### src/rtl/match_stats_pkg.sv
// Shared types and default parameters for the match statistics stage.
package match_stats_pkg;
   typedef enum logic {IDLE = 1'b0, PEND = 1'b1} irq_state_t;

   localparam int DEF_CNT_W   = 8;
   localparam int DEF_WIN_LEN = 16;
   localparam int DEF_THRESH  = 4;
endpackage

### src/rtl/win_timer.sv
// Free-running window timer: cyc counts 0..WIN_LEN-1, close marks the last cycle.
module win_timer #(
   parameter int WIN_LEN = 16
) (
   input  logic clk,
   input  logic reset,
   output logic close
);
   localparam int CW = $clog2(WIN_LEN);
   localparam logic [CW-1:0] LAST = CW'(WIN_LEN - 1);

   logic [CW-1:0] cyc;

   always_ff @(posedge clk) begin
      if (reset)            cyc <= '0;
      else if (cyc == LAST) cyc <= '0;
      else                  cyc <= cyc + 1'b1;
   end

   assign close = (cyc == LAST);
endmodule

### src/rtl/match_event_counter.sv
// Match statistics: saturating total, per-window counts and threshold irq.
// Optional macro MATCH_EDGE_EN counts only rising edges of det.
module match_event_counter
   import match_stats_pkg::*;
#(
   parameter int CNT_W   = DEF_CNT_W,
   parameter int WIN_LEN = DEF_WIN_LEN,
   parameter int THRESH  = DEF_THRESH
) (
   input  logic             clk,
   input  logic             reset,
   input  logic             det,
   input  logic             ack,
   output logic [CNT_W-1:0] total_cnt,
   output logic [CNT_W-1:0] win_cnt,
   output logic [CNT_W-1:0] win_last,
   output logic             win_valid,
   output logic             irq,
   output logic             overflow,
   output logic             overrun
);
   localparam logic [CNT_W-1:0] CNT_MAX  = '1;
   localparam logic [CNT_W-1:0] THRESH_C = CNT_W'(THRESH);

   logic             hit;
   logic             close;
   logic             trig;
   logic [CNT_W-1:0] win_sum;
   irq_state_t       state;

`ifdef MATCH_EDGE_EN
   logic det_q;

   always_ff @(posedge clk) begin
      if (reset) det_q <= 1'b0;
      else       det_q <= det;
   end

   assign hit = det & ~det_q;
`else
   assign hit = det;
`endif

   win_timer #(.WIN_LEN(WIN_LEN)) u_win_timer (
      .clk   (clk),
      .reset (reset),
      .close (close)
   );

   // WIN_LEN < 2^CNT_W, so the window sum never wraps.
   assign win_sum = win_cnt + {{(CNT_W-1){1'b0}}, hit};
   assign trig    = close && (win_sum >= THRESH_C);

   always_ff @(posedge clk) begin
      if (reset) begin
         total_cnt <= '0;
         overflow  <= 1'b0;
      end else if (hit) begin
         if (total_cnt == CNT_MAX) overflow  <= 1'b1;
         else                      total_cnt <= total_cnt + 1'b1;
      end
   end

   always_ff @(posedge clk) begin
      if (reset) begin
         win_cnt   <= '0;
         win_last  <= '0;
         win_valid <= 1'b0;
      end else if (close) begin
         win_last  <= win_sum;
         win_cnt   <= '0;
         win_valid <= 1'b1;
      end else begin
         win_cnt   <= win_sum;
         win_valid <= 1'b0;
      end
   end

   always_ff @(posedge clk) begin
      if (reset) begin
         state   <= IDLE;
         irq     <= 1'b0;
         overrun <= 1'b0;
      end else begin
         case (state)
            IDLE: if (trig) begin
               state <= PEND;
               irq   <= 1'b1;
            end
            PEND: begin
               // A fresh threshold event beats a same-cycle ack.
               if (ack && !trig) begin
                  state <= IDLE;
                  irq   <= 1'b0;
               end
               if (trig && !ack) overrun <= 1'b1;
            end
         endcase
      end
   end
endmodule
### config.mk
export PLATFORM = sky130hd
export DESIGN_NAME = match_event_counter
export DESIGN_NICKNAME = d
export VERILOG_FILES = /design/src/rtl/match_stats_pkg.sv /design/src/rtl/win_timer.sv /design/src/rtl/match_event_counter.sv
export SDC_FILE = /design/constraint.sdc
export NUM_CORES = 1
export LEC_CHECK = 0
export ABC_AREA = 1
export BUFFER_PORTS_ARGS = -buffer_cell sky130_fd_sc_hd__buf_2
export CORE_UTILIZATION = 45
export DETAILED_ROUTE_END_ITERATION = 16
export GPL_TIMING_DRIVEN = 0
export HOLD_SLACK_MARGIN = 0.15
export PLACE_DENSITY = 0.77
export SLEW_MARGIN = 20
export SYNTH_ARGS = -nofsm -noshare
export SYNTH_HDL_FRONTEND = slang
export SYNTH_SLANG_ARGS = --single-unit
### constraint.sdc
create_clock -name clk -period 1.8 [get_ports clk]
set_input_delay 0.27 -clock clk [delete_from_list [all_inputs] [get_ports clk]]
set_output_delay 0.27 -clock clk [all_outputs]
set_load 0.02 [all_outputs]
# After elaboration in Yosys (flattened, before gate mapping)
# Index checks and enable logic that the tools add are counted.
[word_totals]
register_bits = 33
input_bits = 4
out_inout_bits = 28
word_cells = 36
[classes]
n_addsub = 3
magnitude_cmp = 1
eq_ne = 4
mux = 7
n_bitwise = 2
n_reduce_logical = 10
[op_table]
columns = ["operator", "count"]
rows = [
  ["adder 8 x 1 -> 8 bit", 1],
  ["adder 8 x 1 -> 8 bit, second input constant", 1],
  ["equality test 8 bit, second input constant", 1],
  ["greater-or-equal comparator 8 x 3 -> 1 bit, second input constant", 1],
  ["AND reduction 2 bit", 4],
  ["two-way mux 1 bit", 5],
  ["adder 4 x 1 -> 4 bit, second input constant", 1],
  ["equality test 4 bit, second input constant", 1],
  ["case mux 1 bit (2 select lines)", 2],
  ["logical AND 1 bit", 3],
  ["logical NOT 1 bit", 2],
  ["!= test 2 x 1 -> 1 bit, second input constant", 1],
  ["!= test 2 bit, second input constant", 1],
  ["inverter 1 bit", 2],
  ["OR reduction 2 bit", 1],
]

# Logic depth before layout (Yosys ltp)
# Gate-level depths: netlist of the first run.
[depth]
word_depth = 7
mapped_depth = 12
ltp_nobuf = 12

# Cells and area by module
# A second synthesis of the first run with hierarchy kept.
[unflattened]
hier_cells = 182
area_unflattened_um2 = 1406.3
[modules_own_cells]
columns = ["mod", "n_inst", "cells_each", "area_per_inst_um2", "seq_area_each_um2"]
rows = [
  ["match_event_counter", 1, 164, 1246.2, 580.6],
  ["win_timer", 1, 18, 160.2, 80.1],
]

# Least setup slack after synthesis of the first run
# No wires, ideal clock.
[synth_timing]
path_type = "reg2reg"
start = "register win_cnt[0]"
end = "register irq"
setup_time_ns = 0.110
arrival_time_ns = 1.519
t_required_ns = 1.690
slack_ns = 0.171
stages_incl_launch_ff = 11
path_buffers = 0
synth_period_minus_slack_ns = 1.629
path_cell_list = "dfxtp_1 > ha_1 > ha_1 > nand3_2 > xor2_1 > nor2_1 > nand3_2 > nand2_2 > nand2_1 > nand2_1 > nor2_1"
[synth_between]
elab_chain_len = 7
word_cells_on_any_way = 8
classes_between = "1 x add/sub; 1 x order compare; 2 x eq/ne; 4 x reduce/logical"
[synth_rtl]
columns = ["item", "line", "rtl"]
rows = [
  ["start, declared", "match_event_counter.sv:15", "output logic [CNT_W-1:0] win_cnt,"],
  ["start signal, assigned", "match_event_counter.sv:74", "win_cnt <= win_sum;"],
  ["adder 8 x 1 -> 8 bit *", "match_event_counter.sv:51", "assign win_sum = win_cnt + {{(CNT_W-1){1'b0}}, hit};"],
  ["greater-or-equal comparator 8 x 3 -> 1 bit *", "match_event_counter.sv:52", "assign trig = close && (win_sum >= THRESH_C);"],
  ["logical AND 1 bit *", "match_event_counter.sv:52", ""],
  ["logical NOT 1 bit", "match_event_counter.sv:92", "if (ack && !trig) begin"],
  ["logical AND 1 bit", "match_event_counter.sv:92", ""],
  ["!= test 2 x 1 -> 1 bit (no line)", "-", ""],
  ["AND reduction 2 bit (no line) *", "-", ""],
  ["end signal, assigned", "match_event_counter.sv:82", "irq <= 1'b0;"],
  ["end signal, assigned", "match_event_counter.sv:88", "irq <= 1'b1;"],
  ["end signal, assigned", "match_event_counter.sv:94", "irq <= 1'b0;"],
  ["end, declared", "match_event_counter.sv:18", "output logic irq,"],
]
# Every way passes the cells marked *; elsewhere a longest branch is shown, timed or not.
# A chain may end at the register's enable or synchronous reset.

# Worst setup path in the final report of the first run
# Same ends and word-level chain as after synthesis.

==> impl_results.md, run 1 <==
- Clock tree from TritonCTS: built
- Final setup margin: 0.122 ns
- Core area: 0.00285 mm2
- Syn Area/Cell: 7.72 um2
- Distinct cells, synth: 26
- Slew of the pin with the lowest slew margin: 0.220 ns
- Slew margin rel.: 85.3%
- Worst reg2reg setup slack: 0.12 ns
- Fin area: 0.00169 mm2
- Minimum clock period: between 1.5 and 2 ns
- Tcrit/Tclk final: between 90 and 100%
- Post-synth EDFFs: 0
- H-tree Lvls: 2
- Dpl ws: 0.0323 ns
- Cell family with most CP delay: simple AND/OR/NAND/NOR gates
- Pre-Repair DR Iteration Count: 10
- Vias in the first global route: 1037
- Achievable clock frequency: 0.596 GHz
- Max stage delay on crit path: 0.34 ns
- R2R depth: 10
- CTS max path bufs: 2
- Critical path class: reg2reg
- Hold EP: state
- Setup TNS: 0 ns
- Slew Limit Fails: 0
- Min-delay src: reset
- Warnings from Yosys: 0
- Failing checks: DRC
- IO Count: 32
- GRT Util Overall: 17.6%
- Die ar.: 0.00337 mm2
- Total number of vias: 1220
- CP endpoint kind: flop
- 1st-iter DRT viols: 35
- Post-Synthesis Cell Area: 0.00141 mm2
- Critical path fanouts, max: 3
- Area leader, netlist: dfxtp_1
- Leak Pwr: 0.758 nW
- Port Buffers: 31
- Peak VDD IR: 0.534 mV
- First-pass GRT wire length: 4350 um
- Slowest CP cell: dfxtp_1
- RR Endpoint: irq
- DRT Wirelength: 2670 um
- Clock latency on the worst-skew pair: ~0.34 ns
- # clock sinks: 33
- Dpl hpwl: 1990 um
- Hold_ws: 0.184 ns
- DRC viols: 4
- Pwr Density: 838 mW/mm2
- Area growth, synth to finish: 19.9%
- Max-cap violations: 0
- WP data arrival: approximately 1.9 ns
- Antenna violations before repair: 0
- Drt via density: 4.82
- Fin nets: 229
- Ys async rst share: 0%
- Per-cell routed wire length: 10.5 um
- CP required: 2.05 ns
- Starting Density: 49.5%
- Worst r2r src: win_cnt[0]
- Largest net degree at the start of global routing: 11
- Worst-path cell chain: ha_1 -> ha_2 -> nand3_2 -> xor2_1 -> nor2_1 -> nand3_2 -> nand2_2 -> nand2_1 -> nand2_1 -> nor2_1
- Crit path buf inv count: 0
- Setup-failing EPs final: 0
- Reg clk slew, reported paths: 0.10 ns
- Layout cells sized above 1: 27.0%
- GP Congestion: slightly above 0.8
- Top_reg_cell synth: dfxtp_1
- Seq/Total Area, Yosys: approximately 47%
- Synth top area share: 46.8%
- Row cnt: 19
- Worst hold path stage count: 2
- Die Ht: 58.0 um
- DP Area: roughly 0.0016 mm2
- RSZ-0062 raised after global routing: no
- N_diodes: 0
- DIE WIDTH: 58.0 um
- HP Class: in2reg
- Most area-consuming cells after synthesis: dfxtp_1 (47%), inv_1 (6.9%), nand3_1 (6.7%), nand2_1 (6.6%), nor2_1 (5.8%)
- Antenna viol nets, final: 0
- Cts hold-fix bufs: 0
- Number of CTS-inserted buffers: 5
- Grt ovf: 0
- Mapped Cells: about 180
- CP Launch Type: flop
- Root Buffer: clkbuf_4
- Synthesis-stage register bit count: 33
- Hold Fails Final Rpt: 0
- Outcome: finished, violations left
- Clk_skew: between 0.007 and 0.008 ns
- Net Count, Synth: 191
==> per-layer routing <==
layer | part of all wire [%] | track usage, % | wire length [um] | vias up
li1 | - | - | - | 658
met1 | 47 | 21.2 | 1260 | 532
met2 | 46 | 27.8 | 1220 | 26
met3 | 5.4 | 7.37 | 145 | 4
met4 | 1.5 | 7.14 | 39 | 0
met5 | 0 | 0 | 0 | -
==> power breakdown <==
group,internal [W],leakage [nW],switching (W)
Combinational,0.0000284,0.445,0.0000542
Clock,0.000332,0.0455,0.000248
Sequential,0.000744,0.267,0.0000126
Total,0.00110,0.758,0.000315
==> kinds of logic after synthesis <==
logic type	share of synthesized area (%)
adders and majority gates	3.54
xor gates and xnor gates	1.24
DFF	46.8
and+or+nand+nor	29.6
AOI/OAI and AO/OA	9.21
buffers and inverters	9.65
==> flip-flops by register name, indices dropped and copies added (netlist names) <==
signal and count:
total_cnt 8, win_cnt 8, irq 1, win_valid 1, win_last 8, overrun 1, overflow 1, u_win_timer.cyc 4
state 1
==> timing repair <==
| action | in CTS | in global routing |
|---|---|---|
| setup buffers | 0 | 0 |
| endpoints found under the setup margin | 0 | 1 |
| resized for setup | 0 | 1 |
==> how the worst max path moves through the flow <==
| stage | from | cells past startpoint | slack, ns | end |
|---|---|---|---|---|
| after detailed placement | det | 13 | 0.03 | irq |
| after CTS | win_cnt[0] | 10 | 0.11 | irq |
| final | win_cnt[0] | 10 | 0.12 | irq |
| after floorplan | win_cnt[0] | 10 | 0.17 | irq |
| after global routing | win_cnt[0] | 11 | 0.007 | irq |
| after global placement | det | 13 | 0.03 | irq |
==> cells in the mapped netlist, types with 2 or more instances <==
library cell,instances
dfxtp_1,33
inv_1,26
nand2_1,25
nor2_1,22
nand3_1,19
o21ai_1,13
a21oi_1,9
inv_2,6
ha_1,4
nand2_2,4
nand3_2,3
nor2_2,3
nor2_4,2
xor2_1,2
==> cell usage in the layout, fill, tap and decap left out, types with 4 or more instances in the layout <==
cell | netlist | final
buf_2 | 1 | 32
nand2_1 | 25 | 25
clkbuf_4 | 0 | 5
nand2_2 | 4 | 4
nand3_1 | 19 | 19
inv_1 | 26 | 26
a21oi_1 | 9 | 9
dfxtp_1 | 33 | 33
o21ai_1 | 13 | 13
inv_2 | 6 | 6
nor2_1 | 22 | 22
==> final cells by class <==
class | count | area, um2
clock buffers | 7 | 55.1
multi-input cells | 116 | 618
inverters | 32 | 120
plain buffers | 2 | 16.3
clock inverters | 1 | 30.0
fillers | 276 | 1160
repair buffers | 31 | 155
well taps | 31 | 38.8
flip-flops and latches | 33 | 661
==> metrics by stage <==
step / power (W) / instances / util [%]
floorplan: 0.000829 / 183 / -
global route: 0.00148 / 253 / 59.4
finish: 0.00142 / 253 / 59.4
CTS: 0.00144 / 253 / 59.3
global placement: 0.000855 / 245 / 56.3
detailed placement: 0.000857 / 245 / 56.3
Note: power is estimated with default switching activity, not from simulation.
==> run 2: changes to the inputs <==
--- a/config.mk
+++ b/config.mk
@@ -15,4 +15,5 @@
 export SLEW_MARGIN = 20
 export SYNTH_ARGS = -nofsm -noshare
 export SYNTH_HDL_FRONTEND = slang
+export SYNTH_HIERARCHICAL = 1
 export SYNTH_SLANG_ARGS = --single-unit
==> impl_results.md, run 2 <==
- Outcome: finished, violations left (unchanged)
- Failing checks: DRC (unchanged)
- Crit. path cell count: 11 (was 10)
- CTS max path bufs: 2 (unchanged)
- Worst hold path stage count: 2 (unchanged)
- Fin nets: 228 (was 229)
- CP Launch Type: flop (unchanged)
- Drt via density: 4.93 (was 4.82)
- Post-synth EDFFs: 0 (unchanged)
- Max-cap violations: 0 (unchanged)
- Peak VDD IR: 0.496 mV (was 0.534 mV)
- HP Class: in2reg (unchanged)
- Seq/Total Area, Yosys: 47.0% (was 46.8%)
- Net Count, Synth: 190 (was 191)
- Core area: 0.00285 mm2 (unchanged)
- DIE WIDTH: 57.9 um (was 58.0 um)
- First-pass GRT wire length: 4550 um (was 4350 um)
- Starting Density: 49.3% (was 49.5%)
- Vias in the first global route: 1020 (was 1037)
- Syn Area/Cell: 7.73 um2 (was 7.72 um2)
- Per-cell routed wire length: 11.0 um (was 10.5 um)
- Number of CTS-inserted buffers: 5 (unchanged)
- Synth top area share: 47.0% (was 46.8%)
- Crit path buf inv count: 0 (unchanged)
- Final setup margin: 0.180 ns (was 0.122 ns)
- Worst-path cell chain: ha_2 -> ha_2 -> nand3_1 -> o21ai_2 -> nand2_2 -> nor2_2 -> nand2_2 -> nand2_2 -> nand2_1 -> nand2_1 -> nor2_1 (was ha_1 -> ha_2 -> nand3_2 -> xor2_1 -> nor2_1 -> nand3_2 -> nand2_2 -> nand2_1 -> nand2_1 -> nor2_1)
- Leak Pwr: 0.750 nW (was 0.758 nW)
- H-tree Lvls: 2 (unchanged)
- Die ar.: 0.00335 mm2 (was 0.00337 mm2)
- Total number of vias: 1238 (was 1220)
- Antenna violations before repair: 0 (unchanged)
- Pre-Repair DR Iteration Count: 10 (unchanged)
- Slew Limit Fails: 0 (unchanged)
- Critical path fanouts, max: 3 (unchanged)
- Cell family with most CP delay: simple AND/OR/NAND/NOR gates (unchanged)
- Most common cell in the synthesized netlist: dfxtp_1 (unchanged)
- Pwr Density: 757 mW/mm2 (was 838 mW/mm2)
- WP data arrival: 1.86 ns (was 1.93 ns)
- Clock tree from TritonCTS: built (unchanged)
- # clock sinks: 33 (unchanged)
- Reg clk slew, reported paths: 0.09 ns (was 0.10 ns)
- Tcrit/Tclk final: 90.0% (was 93.2%)
- Hold Fails Final Rpt: 0 (unchanged)
- Clock latency on the worst-skew pair: 0.33 ns (was 0.34 ns)
- Slew of the pin with the lowest slew margin: 0.318 ns (was 0.220 ns)
- Row cnt: 19 (unchanged)
- Achievable clock frequency: 0.617 GHz (was 0.596 GHz)
- GP Congestion: 0.780 (was 0.819)
- Most frequent cells in the layout: dfxtp_1 (33), buf_2 (31), nand2_1 (27), inv_1 (24), nor2_1 (24) (was dfxtp_1 (33), buf_2 (32), inv_1 (26), nand2_1 (25), nor2_1 (22))
- Layout Cells excl Fill: 251 (was 253)
- Most instantiated cells after synthesis: dfxtp_1 (33), nand2_1 (27), nor2_1 (25) (was dfxtp_1 (33), inv_1 (26), nand2_1 (25))
- N_diodes: 0 (unchanged)
- Dpl hpwl: 1960 um (was 1990 um)
- Clk_skew: 0.00319 ns (was 0.00797 ns)
- Largest net degree at the start of global routing: 11 (unchanged)
- Die Ht: 57.9 um (was 58.0 um)
- Port Buffers: 31 (unchanged)
- R2R depth: 11 (was 10)
- Layout cells sized above 1: 27.3% (was 27.0%)
- Setup repair bufs after CTS: 0 (unchanged)
- Setup-failing EPs final: 0 (unchanged)
- Ys async rst share: 0% (unchanged)
- Dpl ws: -0.0818 ns (was 0.0323 ns)
- Utilization after layout: 58.5% (was 59.4%)
- 1st-iter DRT viols: 36 (was 35)
- Post-Synthesis Cell Area: 0.00141 mm2 (about the same)
- DRT Wirelength: 2760 um (was 2670 um)
- CP endpoint kind: flop (unchanged)
- IO Count: 32 (unchanged)
- Slew margin rel.: 78.8% (was 85.3%)
- Grt ovf: 0 (unchanged)
- Area growth, synth to finish: 18.7% (was 19.9%)
- Distinct cells, synth: 25 (was 26)
- DRC viols: 1 (was 4)
- Antenna viol nets, final: 0 (unchanged)
- RSZ-0062 raised after global routing: no (unchanged)
- Commonest non-fill, non-tap cell in the layout: dfxtp_1 (unchanged)
- DP Area: 0.00160 mm2 (was 0.00161 mm2)
- Minimum clock period: 1.62 ns (was 1.68 ns)
- GRT Util Overall: 18.4% (was 17.6%)
- Mapped Cells: 182 (was 183)
- Total power: 0.00126 W (was 0.00142 W)
- Most used cell, CP: nand2_2
- Area leader, netlist: dfxtp_1 (unchanged)
- Critical path class: reg2reg (unchanged)
- Slowest CP cell: dfxtp_1 (unchanged)
- Max stage delay on crit path: 0.34 ns (about the same)
- Root Buffer: clkbuf_4 (unchanged)
- Top_reg_cell synth: dfxtp_1 (unchanged)
- Largest regs: total_cnt x8, win_cnt x8, win_last x8 (unchanged)
- Fin area: 0.00167 mm2 (was 0.00169 mm2)
- Cts hold-fix bufs: 0 (unchanged)
- Most area-consuming cells after synthesis: dfxtp_1 (47%), nand2_1 (7.2%), nor2_1 (6.7%), inv_1 (6.4%), nand3_1 (5.0%) (was dfxtp_1 (47%), inv_1 (6.9%), nand3_1 (6.7%), nand2_1 (6.6%), nor2_1 (5.8%))
- Warnings from Yosys: 6 (was 0)
- Synthesis-stage register bit count: 33 (unchanged)
- Inst Count DP: 244 (was 245)
- CP required: 2.04 ns (was 2.05 ns)
-- run 2: area by class of cell --
type                       count  area [um2]
sequential                    33         661
clock buffer                   7        55.1
timing repair buffer          31         155
buffer                         1        13.8
fill                         286        1180
multi-input combinational    119         632
inverter                      29         114
tap                           31        38.8
-- run 2: logic make-up after synthesis --
kind of cell               synth area share [%]
buffers and inverters                      8.90
xor gates and xnor gates                   1.87
adders and majority gates                  3.56
AOI/OAI and AO/OA                          9.88
and+or+nand+nor                            28.8
DFF                                        47.0
-- run 2: worst register-to-register path: cells and delay by family, from the launching register on --
family / cells / cell delay (ns)
AO/OA/AOI/OAI: 1 / 0.15
adder cells (fa/ha/maj): 2 / 0.43
flip-flops: 1 / 0.34
AND/OR/NAND/NOR: 8 / 0.62
-- run 2: stage by stage --
| step | hold slack [ns] | setup TNS, ns |
|---|---|---|
| floorplan | 0.339 | 0 |
| global route | 0.191 | 0 |
| global placement | 0.433 | -0.0841 |
| detailed placement | 0.440 | -0.654 |
| finish | 0.190 | 0 |
| CTS | 0.177 | 0 |
-- run 2: metal layers --
metal | track usage, % | share of wire, %
met4 | 10.2 | 2.3
met5 | 0 | 0
met1 | 25.2 | 49
met3 | 6.25 | 5.7
met2 | 25.5 | 43
-- run 2: power breakdown --
group | internal [W] | total, W | leakage, nW | switching (W)
Sequential | 0.000744 | 0.000758 | 0.267 | 0.0000139
Combinational | 0.0000303 | 0.0000841 | 0.452 | 0.0000538
Clock | 0.000184 | 0.000421 | 0.0314 | 0.000237
-- run 2: what timing repair did --
action | CTS | global route
gates resized for setup | 1 | 5
pin swaps | 0 | 0
endpoints found under the setup margin | 16 | 17
-- run 2: final timing paths --
path,startpoint,end,slack [ns]
max reg2reg,win_cnt[0],irq,0.18
max,win_cnt[0],irq,0.18
min reg2reg,overrun,overrun,0.45
min,reset,total_cnt[7],0.19
==> run 3: changes to the inputs <==
--- a/config.mk
+++ b/config.mk
@@ -11,8 +11,8 @@
 export DETAILED_ROUTE_END_ITERATION = 16
 export GPL_TIMING_DRIVEN = 0
 export HOLD_SLACK_MARGIN = 0.15
-export PLACE_DENSITY = 0.77
-export SLEW_MARGIN = 20
+export PLACE_DENSITY = 0.8
+export SLEW_MARGIN = 30
 export SYNTH_ARGS = -nofsm -noshare
 export SYNTH_HDL_FRONTEND = slang
 export SYNTH_HIERARCHICAL = 1
==> impl_results.md, run 3 (synthesized netlist as in run 2, its figures left out) <==
- Per-cell routed wire length: 10.5 um (was 11.0 um)
- DRC viols: 1 (unchanged)
- Seq pwr share: 61.9% (was 60.0%)
- Fin nets: 228 (unchanged)
- Setup repair bufs after CTS: 0 (unchanged)
- Port Buffers: 31 (unchanged)
- Clock tree from TritonCTS: built (unchanged)
- Starting Density: 49.3% (unchanged)
- GP Congestion: 0.749 (was 0.780)
- Antenna violations before repair: 0 (unchanged)
- Commonest non-fill, non-tap cell in the layout: dfxtp_1 (unchanged)
- Setup TNS: 0 ns (unchanged)
- Top Usage Layer GRT: met2 (unchanged)
- Pwr Density: 733 mW/mm2 (was 757 mW/mm2)
- Inst Count DP: 244 (unchanged)
- Row cnt: 19 (unchanged)
- N_diodes: 0 (unchanged)
- Cts hold-fix bufs: 0 (unchanged)
- DIE WIDTH: 57.9 um (unchanged)
- Cell Int Power: 0.000924 W (was 0.000959 W)
- Slowest CP cell: dfxtp_1 (unchanged)
- Slew Limit Fails: 0 (unchanged)
- CP endpoint kind: flop (unchanged)
- Clk_skew: 0.00950 ns (was 0.00319 ns)
- Achievable clock frequency: 0.633 GHz (was 0.617 GHz)
- Total power: 0.00122 W (was 0.00126 W)
- HP Class: in2reg (unchanged)
- Most frequent cells in the layout: dfxtp_1 (33), buf_2 (31), nand2_1 (27), inv_1 (24), nor2_1 (24) (unchanged)
- Outcome: finished, violations left (unchanged)
- First-pass GRT wire length: 4550 um (unchanged)
- Layout cells sized above 1: 28.1% (was 27.3%)
- H-tree Lvls: 2 (unchanged)
- Largest net degree at the start of global routing: 11 (unchanged)
- Max-cap violations: 0 (unchanged)
- Max stage delay on crit path: 0.35 ns (was 0.34 ns)
- Leak Pwr: 0.751 nW (was 0.750 nW)
- Reg clk slew, reported paths: 0.10 ns (was 0.09 ns)
- Hold Fails Final Rpt: 0 (unchanged)
- RSZ-0062 raised after global routing: no (unchanged)
- Core area: 0.00285 mm2 (unchanged)
- Area growth, synth to finish: 18.8% (was 18.7%)
- Failing checks: DRC (unchanged)
- Critical path class: reg2reg (unchanged)
- Largest regs: total_cnt x8, win_cnt x8, win_last x8 (unchanged)
- Grt ovf: 0 (unchanged)
- GRT Util Overall: 18.0% (was 18.4%)
- 1st-iter DRT viols: 44 (was 36)
- Slew of the pin with the lowest slew margin: 0.302 ns (was 0.318 ns)
- CTS max path bufs: 2 (unchanged)
- Pre-Repair DR Iteration Count: 10 (unchanged)
- Die ar.: 0.00335 mm2 (unchanged)
- Clock latency on the worst-skew pair: 0.32 ns (was 0.33 ns)
- DRT Wirelength: 2640 um (was 2760 um)
- GRT met3 Usage: 4.24% (was 6.25%)
- Clk pwr share: 31.1% (was 33.3%)
- CP Launch Type: flop (unchanged)
- Comb pwr share: 6.9% (was 6.7%)
- Total net switching power: 0.000300 W (was 0.000305 W)
- # clock sinks: 33 (unchanged)
- Number of CTS-inserted buffers: 5 (unchanged)
- IO Count: 32 (unchanged)
- Most used cell, CP: nand2_2 (unchanged)
- Critical path fanouts, max: 3 (unchanged)
- Sw frac: 24.5% (was 24.1%)
- Dpl hpwl: 2000 um (was 1960 um)
- Root Buffer: clkbuf_4 (unchanged)
- Worst-path cell chain: ha_2 -> ha_2 -> nand3_2 -> o21ai_2 -> nand2_2 -> nor2_2 -> nand2_2 -> nand2_2 -> nand2_1 -> nand2_1 -> nor2_1 (was ha_2 -> ha_2 -> nand3_1 -> o21ai_2 -> nand2_2 -> nor2_2 -> nand2_2 -> nand2_2 -> nand2_1 -> nand2_1 -> nor2_1)
- Final setup margin: 0.220 ns (was 0.180 ns)
- Peak VDD IR: 0.461 mV (was 0.496 mV)
- Antenna viol nets, final: 0 (unchanged)
- Tcrit/Tclk final: 87.8% (was 90.0%)
- Minimum clock period: 1.58 ns (was 1.62 ns)
- Setup-failing EPs final: 0 (unchanged)
- CP required: 2.03 ns (was 2.04 ns)
- Total number of vias: 1241 (was 1238)
- Die Ht: 57.9 um (unchanged)
- Slew margin rel.: 79.8% (was 78.8%)
- Vias in the first global route: 1096 (was 1020)
- Drt via density: 4.92 (was 4.93)
- WP data arrival: 1.81 ns (was 1.86 ns)
- Dpl ws: -0.0170 ns (was -0.0818 ns)
- Global routing met2 resource utilization: 28.4% (was 25.5%)
- Layout Cells excl Fill: 252 (was 251)
- Utilization after layout: 58.6% (was 58.5%)
- Routing usage on met1: 22.2% (was 25.2%)
## run 3: changes by cell type in the layout (fill, tap and decap cells not counted), sizes merged
cell,before,now
clkinv,1,3
clkbuf,8,7
## run 3: path summary, 6_finish.rpt
path / from / slack [ns] / endpoint / cells after the start
worst max-delay path: win_cnt[0] / 0.22 / irq / 11
worst min register to register: overrun / 0.46 / overrun / 2
worst min-delay path: reset / 0.20 / total_cnt[7] / 2
worst max register to register: win_cnt[0] / 0.22 / irq / 11
## run 3: power groups by stage
stage | Combinational (W) | Clock [W] | Sequential [W]
floorplan | 0.0000458 | 0 | 0.000784
CTS | 0.0000848 | 0.000397 | 0.000758
global route | 0.0000956 | 0.000436 | 0.000761
detailed placement | 0.0000832 | 0 | 0.000775
finish | 0.0000847 | 0.000381 | 0.000758
global placement | 0.0000820 | 0 | 0.000774
## run 3: layout make-up
class | count | area [um2]
Fill cell | 271 | 1180
Sequential cell | 33 | 661
Multi-Input combinational cell | 119 | 637
Timing Repair Buffer | 31 | 155
Inverter | 29 | 114
Clock buffer | 6 | 41.3
Tap cell | 31 | 38.8
Buffer | 1 | 13.8
Clock inverter | 2 | 10.0
## run 3: routing by layer
metal / vias up / wire (um)
li1: 657 / -
met1: 553 / 1230
met2: 24 / 1230
met3: 7 / 104
met4: 0 / 76
met5: - / 0
## run 3: what timing repair did
item	CTS	global route
endpoints found under the setup margin	6	17
resized for setup	1	6
pin swaps	0	1
## run 3: critical path: cells and delay by family, from the launching register on
kind,cells,cell delay [ns]
AO/OA/AOI/OAI,1,0.15
adder cells (fa/ha/maj),2,0.42
flip-flops,1,0.35
AND/OR/NAND/NOR,8,0.58
## run 3: per-stage QoR
| step | instance area, um2 | hold slack, ns |
|---|---|---|
| 6_report | 1670 | 0.200 |
| 5_1_grt | 1670 | 0.189 |
| 4_1_cts | 1650 | 0.190 |
| 3_5_place_dp | 1600 | 0.454 |
| 3_3_place_gp | 1600 | 0.436 |
| 2_1_floorplan | 1410 | 0.339 |
